$ cat config.mk
export PLATFORM = sky130hd
export DESIGN_NAME = umi_mem_arbiter
export DESIGN_NICKNAME = d
export VERILOG_FILES = /design/src/rtl/ShellTypes.sv /design/src/rtl/umi_tag_fifo.sv /design/src/rtl/umi_mem_arbiter.sv
export SDC_FILE = /design/constraint.sdc
export NUM_CORES = 1
export LEC_CHECK = 0
export CORE_AREA = 8 8 403 405
export CTS_CLUSTER_SIZE = 20
export DETAILED_ROUTE_END_ITERATION = 8
export DIE_AREA = 0 0 411 413
export GPL_ROUTABILITY_DRIVEN = 0
export SYNTH_ARGS = -nofsm -noshare
export SYNTH_HDL_FRONTEND = slang
export SYNTH_SLANG_ARGS = --single-unit
$ cat constraint.sdc
create_clock -name clk -period 7.7 [get_ports clk]
set_input_delay 2.31 -clock clk [delete_from_list [all_inputs] [get_ports clk]]
set_output_delay 2.31 -clock clk [all_outputs]
set_load 0.01 [all_outputs]
$ cat src/rtl/ShellTypes.sv
// Shared shell types: UMI memory request/response, quiescence handshake
// structs and the arbiter state encoding.
package ShellTypes;
  localparam int UMI_ADDR_W = 64;
  localparam int UMI_DATA_W = 64;

  typedef struct packed {
    logic                  valid;
    logic                  isWrite;
    logic [UMI_ADDR_W-1:0] addr;
    logic [UMI_DATA_W-1:0] data;
  } MemReq;

  typedef struct packed {
    logic                  valid;
    logic [UMI_DATA_W-1:0] data;
  } MemResp;

  typedef struct packed {
    logic valid;
    logic isRequest;
  } QuiescenceReq;

  typedef struct packed {
    logic        valid;
    logic [63:0] data;
  } QuiescenceResp;

  typedef enum logic [1:0] {
    RUN      = 2'd0,
    DRAIN    = 2'd1,
    DONE     = 2'd2,
    QUIESCED = 2'd3
  } ArbState;
endpackage

$ cat src/rtl/umi_tag_fifo.sv
// In-order tag FIFO. A pop in the same cycle as a push frees the slot the
// push needs, so push+pop while full keeps occupancy unchanged.
module umi_tag_fifo #(
  parameter int DEPTH = 16,
  parameter int WIDTH = 2
) (
  input  logic                     clk,
  input  logic                     rst_n,
  input  logic                     push_i,
  input  logic [WIDTH-1:0]         push_data_i,
  input  logic                     pop_i,
  output logic [WIDTH-1:0]         pop_data_o,
  output logic                     full_o,
  output logic                     empty_o,
  output logic [$clog2(DEPTH):0]   count_o
);
  localparam int AW = $clog2(DEPTH);

  logic [AW:0]      wr_ptr_q, rd_ptr_q;
  logic [WIDTH-1:0] mem_q [DEPTH];
  logic             pop_ok, push_ok;

  assign empty_o    = (wr_ptr_q == rd_ptr_q);
  assign full_o     = (wr_ptr_q[AW] != rd_ptr_q[AW]) &&
                      (wr_ptr_q[AW-1:0] == rd_ptr_q[AW-1:0]);
  assign count_o    = wr_ptr_q - rd_ptr_q;
  assign pop_data_o = mem_q[rd_ptr_q[AW-1:0]];
  assign pop_ok     = pop_i && !empty_o;
  assign push_ok    = push_i && (!full_o || pop_ok);

  always_ff @(posedge clk or negedge rst_n) begin
    if (!rst_n) begin
      wr_ptr_q <= '0;
      rd_ptr_q <= '0;
    end else begin
      if (push_ok) wr_ptr_q <= wr_ptr_q + 1'b1;
      if (pop_ok)  rd_ptr_q <= rd_ptr_q + 1'b1;
    end
  end

  always_ff @(posedge clk) begin
    if (push_ok) mem_q[wr_ptr_q[AW-1:0]] <= push_data_i;
  end
endmodule

$ cat src/rtl/umi_mem_arbiter.sv
// Round-robin arbiter sharing one UMI memory port, with in-order response
// steering and a quiesce/drain handshake. UMI_ARB_STATS_EN adds per-app grant counters.
module umi_mem_arbiter
  import ShellTypes::*;
#(
  parameter int NUM_APPS     = 4,
  parameter int ORDER_DEPTH  = 16,
  parameter int APP_ID_WIDTH = $clog2(NUM_APPS)
) (
  input  logic                           clk,
  input  logic                           rst_n,
  input  MemReq                          app_req [NUM_APPS],
  output logic [NUM_APPS-1:0]            app_grant,
  output MemResp                         app_resp [NUM_APPS],
  output MemReq                          mem_req,
  input  logic                           mem_grant,
  input  MemResp                         mem_resp,
  input  QuiescenceReq                   quiesce_req,
  output QuiescenceResp                  quiesce_resp,
  output logic                           resp_err,
`ifdef UMI_ARB_STATS_EN
  output logic [31:0]                    app_grant_cnt [NUM_APPS],
`endif
  output ArbState                        dbg_state,
  output logic [$clog2(ORDER_DEPTH):0]   dbg_fifo_cnt
);
  localparam logic [APP_ID_WIDTH:0]   NUM_APPS_W = (APP_ID_WIDTH+1)'(NUM_APPS);
  localparam logic [APP_ID_WIDTH-1:0] LAST_ID    = APP_ID_WIDTH'(NUM_APPS - 1);

  ArbState                 state_q, state_d;
  logic [APP_ID_WIDTH-1:0] rr_ptr_q, rr_ptr_d;
  logic [NUM_APPS-1:0]     eligible;
  logic [APP_ID_WIDTH:0]   cand;
  logic [APP_ID_WIDTH-1:0] win, head_id;
  logic                    found, accept, rd_accept, pop_ok;
  logic                    fifo_full, fifo_empty;
  logic                    resp_vld_q, resp_err_q;
  logic [APP_ID_WIDTH-1:0] resp_id_q;
  logic [UMI_DATA_W-1:0]   resp_data_q;
  logic [63:0]             rd_cnt_q;

  // A full FIFO still admits a read when a response pops a tag this cycle.
  always_comb begin
    eligible = '0;
    for (int i = 0; i < NUM_APPS; i++)
      eligible[i] = app_req[i].valid &&
                    (app_req[i].isWrite || !fifo_full || mem_resp.valid);
  end

  always_comb begin
    found = 1'b0;
    win   = '0;
    cand  = '0;
    for (int k = 0; k < NUM_APPS; k++) begin
      cand = {1'b0, rr_ptr_q} + (APP_ID_WIDTH+1)'(k);
      if (cand >= NUM_APPS_W) cand = cand - NUM_APPS_W;
      if (!found && eligible[cand[APP_ID_WIDTH-1:0]]) begin
        found = 1'b1;
        win   = cand[APP_ID_WIDTH-1:0];
      end
    end
  end

  always_comb begin
    mem_req = '0;
    if (state_q == RUN && found) mem_req = app_req[win];
  end

  assign accept    = mem_req.valid && mem_grant;
  assign rd_accept = accept && !mem_req.isWrite;
  assign pop_ok    = mem_resp.valid && !fifo_empty;
  assign rr_ptr_d  = (win == LAST_ID) ? '0 : win + 1'b1;

  always_comb begin
    app_grant = '0;
    if (accept) app_grant[win] = 1'b1;
  end

  umi_tag_fifo #(.DEPTH(ORDER_DEPTH), .WIDTH(APP_ID_WIDTH)) u_tag_fifo (
    .clk         (clk),
    .rst_n       (rst_n),
    .push_i      (rd_accept),
    .push_data_i (win),
    .pop_i       (mem_resp.valid),
    .pop_data_o  (head_id),
    .full_o      (fifo_full),
    .empty_o     (fifo_empty),
    .count_o     (dbg_fifo_cnt)
  );

  always_comb begin
    state_d = state_q;
    case (state_q)
      RUN:      if (quiesce_req.valid && quiesce_req.isRequest) state_d = DRAIN;
      DRAIN:    if (fifo_empty) state_d = DONE;
      DONE:     state_d = QUIESCED;
      QUIESCED: if (quiesce_req.valid && !quiesce_req.isRequest) state_d = RUN;
      default:  state_d = RUN;
    endcase
  end

  always_ff @(posedge clk or negedge rst_n) begin
    if (!rst_n) begin
      state_q     <= RUN;
      rr_ptr_q    <= '0;
      resp_vld_q  <= 1'b0;
      resp_id_q   <= '0;
      resp_data_q <= '0;
      resp_err_q  <= 1'b0;
      rd_cnt_q    <= '0;
    end else begin
      state_q    <= state_d;
      resp_vld_q <= pop_ok;
      if (accept)    rr_ptr_q <= rr_ptr_d;
      if (rd_accept) rd_cnt_q <= rd_cnt_q + 64'd1;
      if (pop_ok) begin
        resp_id_q   <= head_id;
        resp_data_q <= mem_resp.data;
      end
      if (mem_resp.valid && fifo_empty) resp_err_q <= 1'b1;
    end
  end

  always_comb begin
    for (int i = 0; i < NUM_APPS; i++) begin
      app_resp[i] = '0;
      if (resp_vld_q && resp_id_q == APP_ID_WIDTH'(i)) begin
        app_resp[i].valid = 1'b1;
        app_resp[i].data  = resp_data_q;
      end
    end
  end

  always_comb begin
    quiesce_resp = '0;
    if (state_q == DONE) begin
      quiesce_resp.valid = 1'b1;
      quiesce_resp.data  = rd_cnt_q;
    end
  end

  assign resp_err  = resp_err_q;
  assign dbg_state = state_q;

`ifdef UMI_ARB_STATS_EN
  logic [31:0] cnt_q [NUM_APPS];

  // Counters restart at every entry into QUIESCED; they saturate rather than wrap.
  always_ff @(posedge clk or negedge rst_n) begin
    if (!rst_n) begin
      for (int i = 0; i < NUM_APPS; i++) cnt_q[i] <= '0;
    end else if (state_d == QUIESCED && state_q != QUIESCED) begin
      for (int i = 0; i < NUM_APPS; i++) cnt_q[i] <= '0;
    end else if (accept && cnt_q[win] != 32'hFFFF_FFFF) begin
      cnt_q[win] <= cnt_q[win] + 32'd1;
    end
  end

  assign app_grant_cnt = cnt_q;
`endif
endmodule

## Yosys cells after proc, flatten, opt, wreduce, memory -nomap -nowiden

Memories as Yosys holds them, arrays and structs flattened. A register that Yosys moved wholly into a read port is not among the register bits.
Cells that the tools add are included.

| cells by class | value |
|---|---|
| bitwise operators | 1 |
| add/sub/neg operators | 12 |
| eq/ne operators | 13 |
| reductions and logical operators | 41 |
| mux-type cells | 39 |
| magnitude comparators | 11 |

Operators with widths:

| operator | number |
|---|---|
| $mux 130 | 3 |
| $mux 65 | 5 |
| $bmux 130 s2 | 1 |
| $add 64x1->64 const B | 1 |
| $mux 2 | 12 |
| $logic_and 1x1->1 | 21 |
| $lt 2x3->1 const B | 5 |
| $ge 3x3->1 const B | 4 |
| $mux 1 | 11 |
| $add 5x1->5 const B | 2 |
| $eq 2x2->1 const B | 5 |
| $logic_or 1x1->1 | 9 |
| $bmux 1 s2 | 4 |
| $logic_not 1->1 | 8 |
| $pmux 2 s4 | 1 |
| $sub 2x1->2 const B | 4 |
| $add 2x2->3 const B | 2 |
| $eq 5x5->1 | 1 |
| $sub 5x5->5 | 1 |
| $eq 2x1->1 const B | 2 |
| $eq 4x4->1 | 1 |
| $logic_not 2->1 | 2 |
| $mux 4 | 1 |
| $ne 2x2->1 const B | 2 |
| other kinds (9) | 9 |

| word-level totals | value |
|---|---|
| memories kept | 1 |
| logic and storage cells | 126 |
| output and inout bits | 467 |
| RAM bits | 32 |
| input port bits | 590 |
| register bits | 144 |

Memory list:

| name | depth | width | read ports | clocked after Yosys merged registers in | write ports | line | RTL |
|---|---|---|---|---|---|---|---|
| u_tag_fifo.mem_q | 16 | 2 | 1 | 1 | 1 | umi_tag_fifo.sv:20 | `logic [WIDTH-1:0] mem_q [DEPTH];` |

## Logic depth before layout (Yosys ltp)

Gate-level depths: netlist (run 1).

| depth | value |
|---|---|
| word-level depth | 28 |
| gate-level depth with buffers | 13 |
| depth with buffers taken out | 10 |

## Modules after synthesis

Synthesis (run 1) repeated with hierarchy kept, for this count alone.

| second synthesis, totals | value |
|---|---|
| cells, all modules | 1,567 |
| area total of the unflattened synthesis | 14,596.5 sq um |

Modules (own cells, without submodules):

| module | instances | area each (sq um) | cells an instance | sequential area each (sq um) |
|---|---|---|---|---|
| umi_mem_arbiter | 1 | 12,614.6 | 1,436 | 3,403.3 |
| umi_tag_fifo | 1 | 1,981.9 | 131 | 1,211.2 |

## Least setup slack after synthesis (run 1)

No wires, ideal clock.

| path | value |
|---|---|
| path type | input to output |
| start point | input mem_resp[64] (netlist name) |
| end point | output mem_req[120] (netlist name) |
| buffers on the path | 3 |
| cell stages on the path | 8 |
| data arrival time | 4.670 ns |
| required time | 5.390 ns |
| slack | 0.720 ns |
| cells stage by stage | clkbuf_1 -> o41ai_2 -> o22ai_1 -> o22ai_2 -> buf_2 -> clkbuf_1 -> nand2_1 -> a311oi_1 |

RTL lines:

| element | line | RTL |
|---|---|---|
| start, declared | umi_mem_arbiter.sv:17 | `input MemResp mem_resp,` |
| end, declared | umi_mem_arbiter.sv:15 | `output MemReq mem_req,` |

==> results of run 1 <==
==> through the flow <==
stage	std cells	instance area, um2	utilization	setup WS (ns)
2_1_floorplan	2020	14770	-	0.7201
3_3_place_gp	5137	29700	0.1908	-0.5023
3_5_place_dp	5137	29700	0.1908	-0.5692
4_1_cts	5199	31200	0.2004	-0.0007385
5_1_grt	5231	31590	0.2030	-0.05045
6_report	5265	31680	0.2035	0.04311
==> sequential cells by signal (all words and copies together), names as in the netlist <==
register,cells
rd_cnt_q,64
resp_data_q,64
u_tag_fifo.mem_q,32
u_tag_fifo.rd_ptr_q,5
u_tag_fifo.wr_ptr_q,5
dbg_state,2
resp_id_q,2
rr_ptr_q,2
resp_err,1
resp_vld_q,1
==> layer usage <==
metal  track usage  vias to the layer above  wire length (um)
met5             0                        -               454
met4        0.1030                       72             10010
met3       0.06364                      428             14270
met2        0.3654                     1267             93290
met1        0.1699                     9900             52010
li1              -                     9145                 -
==> worst register-to-register path: cells and delay by family (launching register included) <==
| kind | cells | cell delay [ns] |
|---|---|---|
| compound gates | 5 | 1.77 |
| buf+inv | 5 | 0.80 |
| flops | 1 | 0.67 |
| simple gates | 2 | 0.66 |
| fa+ha+maj | 1 | 0.33 |
==> kinds of logic (layout without fill, tap and decap cells) <==
group | count (synthesis) | count (layout) | synth area share
AOI/OAI and AO/OA | 227 | 227 | 0.1256
adders and majority gates | 19 | 19 | 0.01660
muxes | 12 | 12 | 0.01677
xor gates and xnor gates | 75 | 75 | 0.04498
other | 0 | 60 | 0
DFF | 178 | 178 | 0.3124
buffers and inverters | 201 | 1328 | 0.05388
and+or+nand+nor | 1308 | 1308 | 0.4297
==> report_power, final <==
group	switching [mW]	internal [mW]	leakage (nW)
combinational	3.90	3.37	10.8
sequential	0.409	1.14	2.15
clock	0.509	0.455	0.305
==> timing repair <==
action / in CTS / in global routing
gates cloned: 10 / 3
hold buffers: 0 / 0
buffers inserted: 20 / 3
endpoints found under the setup margin: 124 / 66
pin swaps: 19 / 13
gates resized for setup: 116 / 47
==> how the worst max path moves through the flow <==
stage | end | startpoint | cells after the start | slack, ns
2_1_floorplan | mem_req[120] | mem_resp[64] | 8 | 0.72
3_3_place_gp | mem_req[37] | mem_resp[64] | 13 | -0.50
3_5_place_dp | mem_req[37] | mem_resp[64] | 13 | -0.57
4_1_cts | mem_req[89] | mem_resp[64] | 15 | -0.0007
5_1_grt | mem_req[52] | mem_resp[64] | 16 | -0.05
6_report | mem_req[72] | mem_resp[64] | 16 | 0.04
==> final cells by class <==
| cell class | instances | area (um2) |
|---|---|---|
| timing repair inverter | 2 | 25.02 |
| tap | 2058 | 2575 |
| inverter | 25 | 112.6 |
| antenna | 60 | 150.1 |
| multi-input combinational | 1641 | 9886 |
| sequential | 178 | 4614 |
| clock inverter | 15 | 214.0 |
| timing repair buffer | 1269 | 13680 |
| fill | 17370 | 124000 |
| clock buffer | 17 | 425.4 |
==> cells in the final DEF (no fill, tap or decap), types with 34 or more instances in the layout <==
cell type	instances
a21oi_1	48
a311oi_1	73
a311oi_2	53
and2_1	325
and3_1	154
buf_12	114
buf_4	178
clkdlybuf4s50_1	923
dfrtp_1	146
diode_2	60
nand2_1	733
nand4_1	34
xor2_1	56
==> out/summary.txt, run 1 <==
# IOs = 1057
LEAKAGE = 13.25 nW
total power = 9.780 mW
Via density = 3.953
Synth area leader = dfrtp_1
Slowest Stage Delay on Critical Path = 0.51 ns
Clock Latency Late Sink = 0.48 ns
EDFF count, synth = 32
syn avg cell area = 7.311 um2
post-route clock skew = 0.02642 ns
fraction of synthesized cell area taken by the top area cell type = 0.2474
Crit path required time = 5.39 ns
layout cells sized above 1 = 0.1493
wire per inst = 32.30 um
Max Cap Viol = 0
Worst Hold End = rd_cnt_q[63]
placed wire-length estimate = 148.6 mm
Slew @ Worst Pin = 1.090 ns
Post-synth top cells = nand2_1, and2_1, and3_1
CP Cell Sequence = dlygate4sd2_1 > buf_6 > buf_4 > o41a_1 > o21bai_2 > o22ai_4 > buf_6 > clkinv_8 > buf_12 > buf_12 > clkbuf_16 > nand2_1 > and3_1 > a311oi_2 > buf_4 > buf_12
HP Start = rd_cnt_q[63]
CTS tree = done
clk sinks = 178
vias = 20810
cell count after synthesis = 2020
Worst R2R Setup Slack = 3.17 ns
Rel. slew slack = 0.2723
ys async rst share = 0.8202
Pre-Repair DR Iteration Count = 6
Critical Path End Type = output port
Post-DRT Antenna Nets = 0
FF+latch count, synth = 178
DIE HEIGHT = 413 um
worst-path cell with the longest stage delay = o41a_1
RSZ-0062 raised after global routing = true
root buffer cell = clkbuf_16
Port-buffer cells = 1056
CP bufs+invs = 10
nets = 3743
period utilisation layout = 0.9944
Worst-path clk slew = 0.09 ns
DRT Wirelength = 170.0 mm
DR DRC count = 0
DRT iter0 DRCs = 1643
largest net degree at the start of global routing = 87
Fmax achieved = 130.6 MHz
Setup-failing EPs final = 0
crit path max fanout = 10
hold path depth = 1
chip width = 411 um
Initial Utilization = 0.09488
Clock Path Buffers = 2
Synth area leaders = dfrtp_1, nand2_1, and2_1
total track usage = 0.1880
vias in the first global route = 20300
H-tree Lvls = 4
worst path arrival time = 5.35 ns
FP Rows = 145
status = completed
CP dominant cell by count = buf_12
worst vdd ir = 126.1 uV
Setup TNS Final = 0 ns
CP top delay family = buffers and inverters
Min Hold Slack = 0.4660 ns
critical path launch point type = primary input
pwr dens = 308.7 nW/um2
Num CTS Buffers = 17
most common cell in the synthesized netlist = nand2_1
Final Slew Violations = 0
area of the core = 155700 um2
post-synthesis to final-layout area growth = 114.5%
library cells used by synthesis = 56
Most used DFF post-synth = dfrtp_1
hold crit path type = reg -> reg
crit path kind = in -> out
Register-to-Register Path Depth = 13
sequential area share after synthesis = 0.3124
Hold Fails Final Rpt = 0
Tmin final = 7.657 ns
total gr overflow = 0
initial antenna violation count = 203
Syn Std Cell Area = 14770 um2
YS warnings = 0
RR Endpoint = u_tag_fifo.mem_q[3][0]
FF-to-FF Start = u_tag_fifo.rd_ptr_q[1]
first-pass GRT wire length = 211.0 mm
Synth Net Count = 2629
die area = 169700 um2
(Power assumes the default switching activity.)
==> run 2: changes to the inputs <==
--- a/config.mk
+++ b/config.mk
@@ -5,11 +5,13 @@
 export SDC_FILE = /design/constraint.sdc
 export NUM_CORES = 1
 export LEC_CHECK = 0
-export CORE_AREA = 8 8 403 405
+export CORE_AREA = 8 8 401 403
 export CTS_CLUSTER_SIZE = 20
 export DETAILED_ROUTE_END_ITERATION = 8
-export DIE_AREA = 0 0 411 413
+export DIE_AREA = 0 0 409 411
 export GPL_ROUTABILITY_DRIVEN = 0
+export PLACE_DENSITY = 0.3
 export SYNTH_ARGS = -nofsm -noshare
 export SYNTH_HDL_FRONTEND = slang
+export SYNTH_HIERARCHICAL = 1
 export SYNTH_SLANG_ARGS = --single-unit
==> out/summary.txt, run 2 <==
Syn Std Cell Area = 14600 um2 (-1.2%)
CP Cell Sequence = clkdlybuf4s50_1 > nor3b_4 > buf_4 > o32ai_4 > a311oi_4 > buf_12 > buf_12 > buf_12 > mux2i_1 > a211oi_1 > clkdlybuf4s50_1
RSZ-0062 raised after global routing = true
most frequent cells in the layout = clkdlybuf4s50_1, and2_1, a211oi_1
Synth Net Count = 2176 (-17%)
Via density = 3.518 (-11%)
Post-DRT Antenna Nets = 0 (unchanged)
CP Launch Point = app_req[388]
Sw Ratio = 0.4521 (-0.04061)
Final Slew Violations = 0 (unchanged)
vias in the first global route = 17960 (-12%)
Hold Fails Final Rpt = 0 (unchanged)
filler cell count = 17190 (-1.0%)
initial antenna violation count = 90 (-56%)
worst-path cell with the longest stage delay = clkdlybuf4s50_1
Fmax achieved = 131.0 MHz (+0.29%)
post-synthesis to final-layout area growth = 106.2%
Clk network pwr share = 0.122 (+0.023)
total track usage = 0.1483 (-0.03972)
Initial Utilization = 0.09432 (-0.0005596)
most common cell in the synthesized netlist = and2_1
syn avg cell area = 9.315 um2 (+27%)
Seq pwr share = 0.183 (+0.025)
most common cell after layout, fill and taps aside = clkdlybuf4s50_1
Clock Path Buffers = 2 (unchanged)
Post-synth top cells = and2_1, a211oi_1, dfrtp_1
DR DRC count = 0 (unchanged)
nets = 3269 (-13%)
vias = 16730 (-20%)
Port-buffer cells = 1056 (unchanged)
hold crit path type = reg -> reg
HP Start = resp_err
CTS tree = done
FF-to-FF Start = u_tag_fifo/rd_ptr_q[2]
crit path kind = in -> out
layout cells sized above 1 = 0.1478 (-0.001575)
sequential area share after synthesis = 0.3161 (+0.003696)
Slew @ Worst Pin = 0.9441 ns (-0.1462 ns)
post-placement cell area = 28880 um2 (-2.8%)
Setup TNS Final = 0 ns (unchanged)
Combinational Power Share = 0.695 (-0.048)
worst path arrival time = 5.32 ns (-0.03 ns)
worst slack at placement = -0.6038 ns (-0.03463 ns)
chip width = 409 um (-0.49%)
EDFF count, synth = 32 (unchanged)
Rel. slew slack = 0.3706 (+0.09825)
first-pass GRT wire length = 171.1 mm (-19%)
Num CTS Buffers = 17 (unchanged)
Synth area leaders = dfrtp_1, and2_1, a211oi_1
die area = 168100 um2 (-0.97%)
root buffer cell = clkbuf_16
CP top delay family = buffers and inverters
Clock Latency Late Sink = 0.50 ns (+0.02 ns)
Worst-path clk slew = 0.07 ns (-0.02 ns)
area of the core = 154800 um2 (-0.58%)
Most used DFF post-synth = dfrtp_1
total power = 7.847 mW (-20%)
largest net degree at the start of global routing = 80 (-8.0%)
worst vdd ir = 138.3 uV (+9.7%)
Synth area leader = dfrtp_1
Int Power = 4.299 mW (-13%)
CP dominant cell by count = buf_12
fraction of synthesized cell area taken by the top area cell type = 0.2503 (+0.002926)
# hold bufs at CTS = 0 (unchanged)
Slowest Stage Delay on Critical Path = 0.54 ns (+0.03 ns)
Pre-Repair DR Iteration Count = 4 (-2)
placed wire-length estimate = 114.6 mm (-23%)
DIE HEIGHT = 411 um (-0.48%)
FF+latch count, synth = 178 (unchanged)
pwr dens = 260.7 nW/um2 (-16%)
Critical Path End Type = output port
FP Rows = 145 (unchanged)
H-tree Lvls = 4 (unchanged)
DRT iter0 DRCs = 678 (-59%)
period utilisation layout = 0.9915 (-0.002905)
YS warnings = 6 (+6)
status = completed
final instance area = 30100 um2 (-5.0%)
LEAKAGE = 11.61 nW (-12%)
crit path max fanout = 29 (+19)
Crit path required time = 5.39 ns (about the same)
wire per inst = 27.64 um (-14%)
library cells used by synthesis = 55 (-1.8%)
register area = 4614 um2 (unchanged)
Tmin final = 7.635 ns (-0.02237 ns)
DRT Wirelength = 131.4 mm (-23%)
Max Cap Viol = 0 (unchanged)
Setup-failing EPs final = 0 (unchanged)
Psw = 3.548 mW (-26%)
footprint of the multi-input gates = 9674 um2 (-2.1%)
cell count after synthesis = 1567 (-22%)
total gr overflow = 0 (unchanged)
CP bufs+invs = 6 (-4)
post-route clock skew = 0.01217 ns (-0.01425 ns)
clk sinks = 178 (unchanged)
critical path launch point type = primary input
final worst slack = 0.06548 ns (+0.02237 ns)
# IOs = 1057 (unchanged)
ys async rst share = 0.8202 (unchanged)
run 2: cell types whose count changed in the layout (fill, tap and decap cells not counted), sizes merged, moves of 42 or more:
cell           delta
clkdlybuf4s50    +44
and3            -128
buf             -112
mux2             +68
mux2i           +130
nor2b           +128
a311oi          -127
nand2           -695
a21oi            -42
a211oi          +252
run 2: cell type report:
class,instances,area share
diodes,24,0.001996
clock buffers,19,0.01443
clock inverters,13,0.004989
inverters,20,0.002578
multi-input cells,1231,0.3215
flip-flops and latches,178,0.1533
well taps,2058,0.08556
repair buffers,1212,0.4157
run 2: final timing paths:
kind,cells past startpoint,end,slack [ns]
max in group asynchronous,2,u_tag_fifo/wr_ptr_q[2],4.82
worst max-delay path,11,mem_req[27],0.07
worst min-delay path,1,resp_err,0.47
worst min register to register,1,resp_err,0.47
worst max register to register,15,u_tag_fifo/mem_q[15][0],2.47
min in group asynchronous,1,resp_data_q[38],1.85
run 2: worst register-to-register path, stage by stage (launching register included):
cell	delay (ns)
dfrtp_1	0.56
inv_1	0.14
ha_1	0.39
nand4_1	0.14
nor2_1	0.23
nor3b_2	0.25
buf_4	0.16
o32ai_4	0.08
a311oi_4	0.27
buf_12	0.18
buf_4	0.27
mux2_2	0.48
o22a_1	0.29
inv_4	0.37
o31a_1	0.71
and3_1	0.40
run 2: logic make-up (layout without fill, tap and decap cells):
logic type / Yosys count / count (layout) / synth area share
and+or+nand+nor: 643 / 643 / 0.2706
AOI/OAI and AO/OA: 286 / 286 / 0.1486
muxes: 208 / 208 / 0.1555
DFF: 178 / 178 / 0.3161
buffers and inverters: 158 / 1264 / 0.04680
xor gates and xnor gates: 75 / 75 / 0.04552
adders and majority gates: 19 / 19 / 0.01680
other: 0 / 24 / 0
run 2: timing repair:
item / 4_1_cts / 5_1_grt
cloned: 0 / 2
endpoints found under the setup margin: 82 / 87
pin swaps: 2 / 10
buffers inserted: 0 / 8
resized for setup: 38 / 74
run 2: metrics by stage:
step	hold WS, ns	cells	utilization
global route	0.4942	4733	0.1941
CTS	0.4779	4721	0.1916
finish	0.4706	4755	0.1945
detailed placement	0.4598	4689	0.1866
global placement	0.4530	4689	0.1866
floorplan	0.4336	1567	-
run 2: metal layers:
| layer | wire, um | GRT usage | vias up | part of all wire |
|---|---|---|---|---|
| li1 | - | - | 7818 | - |
| met1 | 41620 | 0.1324 | 7979 | 0.32 |
| met2 | 75010 | 0.3076 | 699 | 0.57 |
| met3 | 11670 | 0.06301 | 164 | 0.089 |
| met4 | 2685 | 0.02394 | 68 | 0.020 |
| met5 | 427 | 0 | - | 0.0032 |
run 2: power groups by stage:
| stage | clock, mW | sequential [mW] | combinational [mW] |
|---|---|---|---|
| after floorplan | 0 | 1.27 | 2.22 |
| after global placement | 0 | 1.47 | 5.47 |
| after detailed placement | 0 | 1.48 | 5.45 |
| after CTS | 1.03 | 1.46 | 5.53 |
| after global routing | 1.04 | 1.48 | 5.85 |
| final | 0.955 | 1.43 | 5.46 |
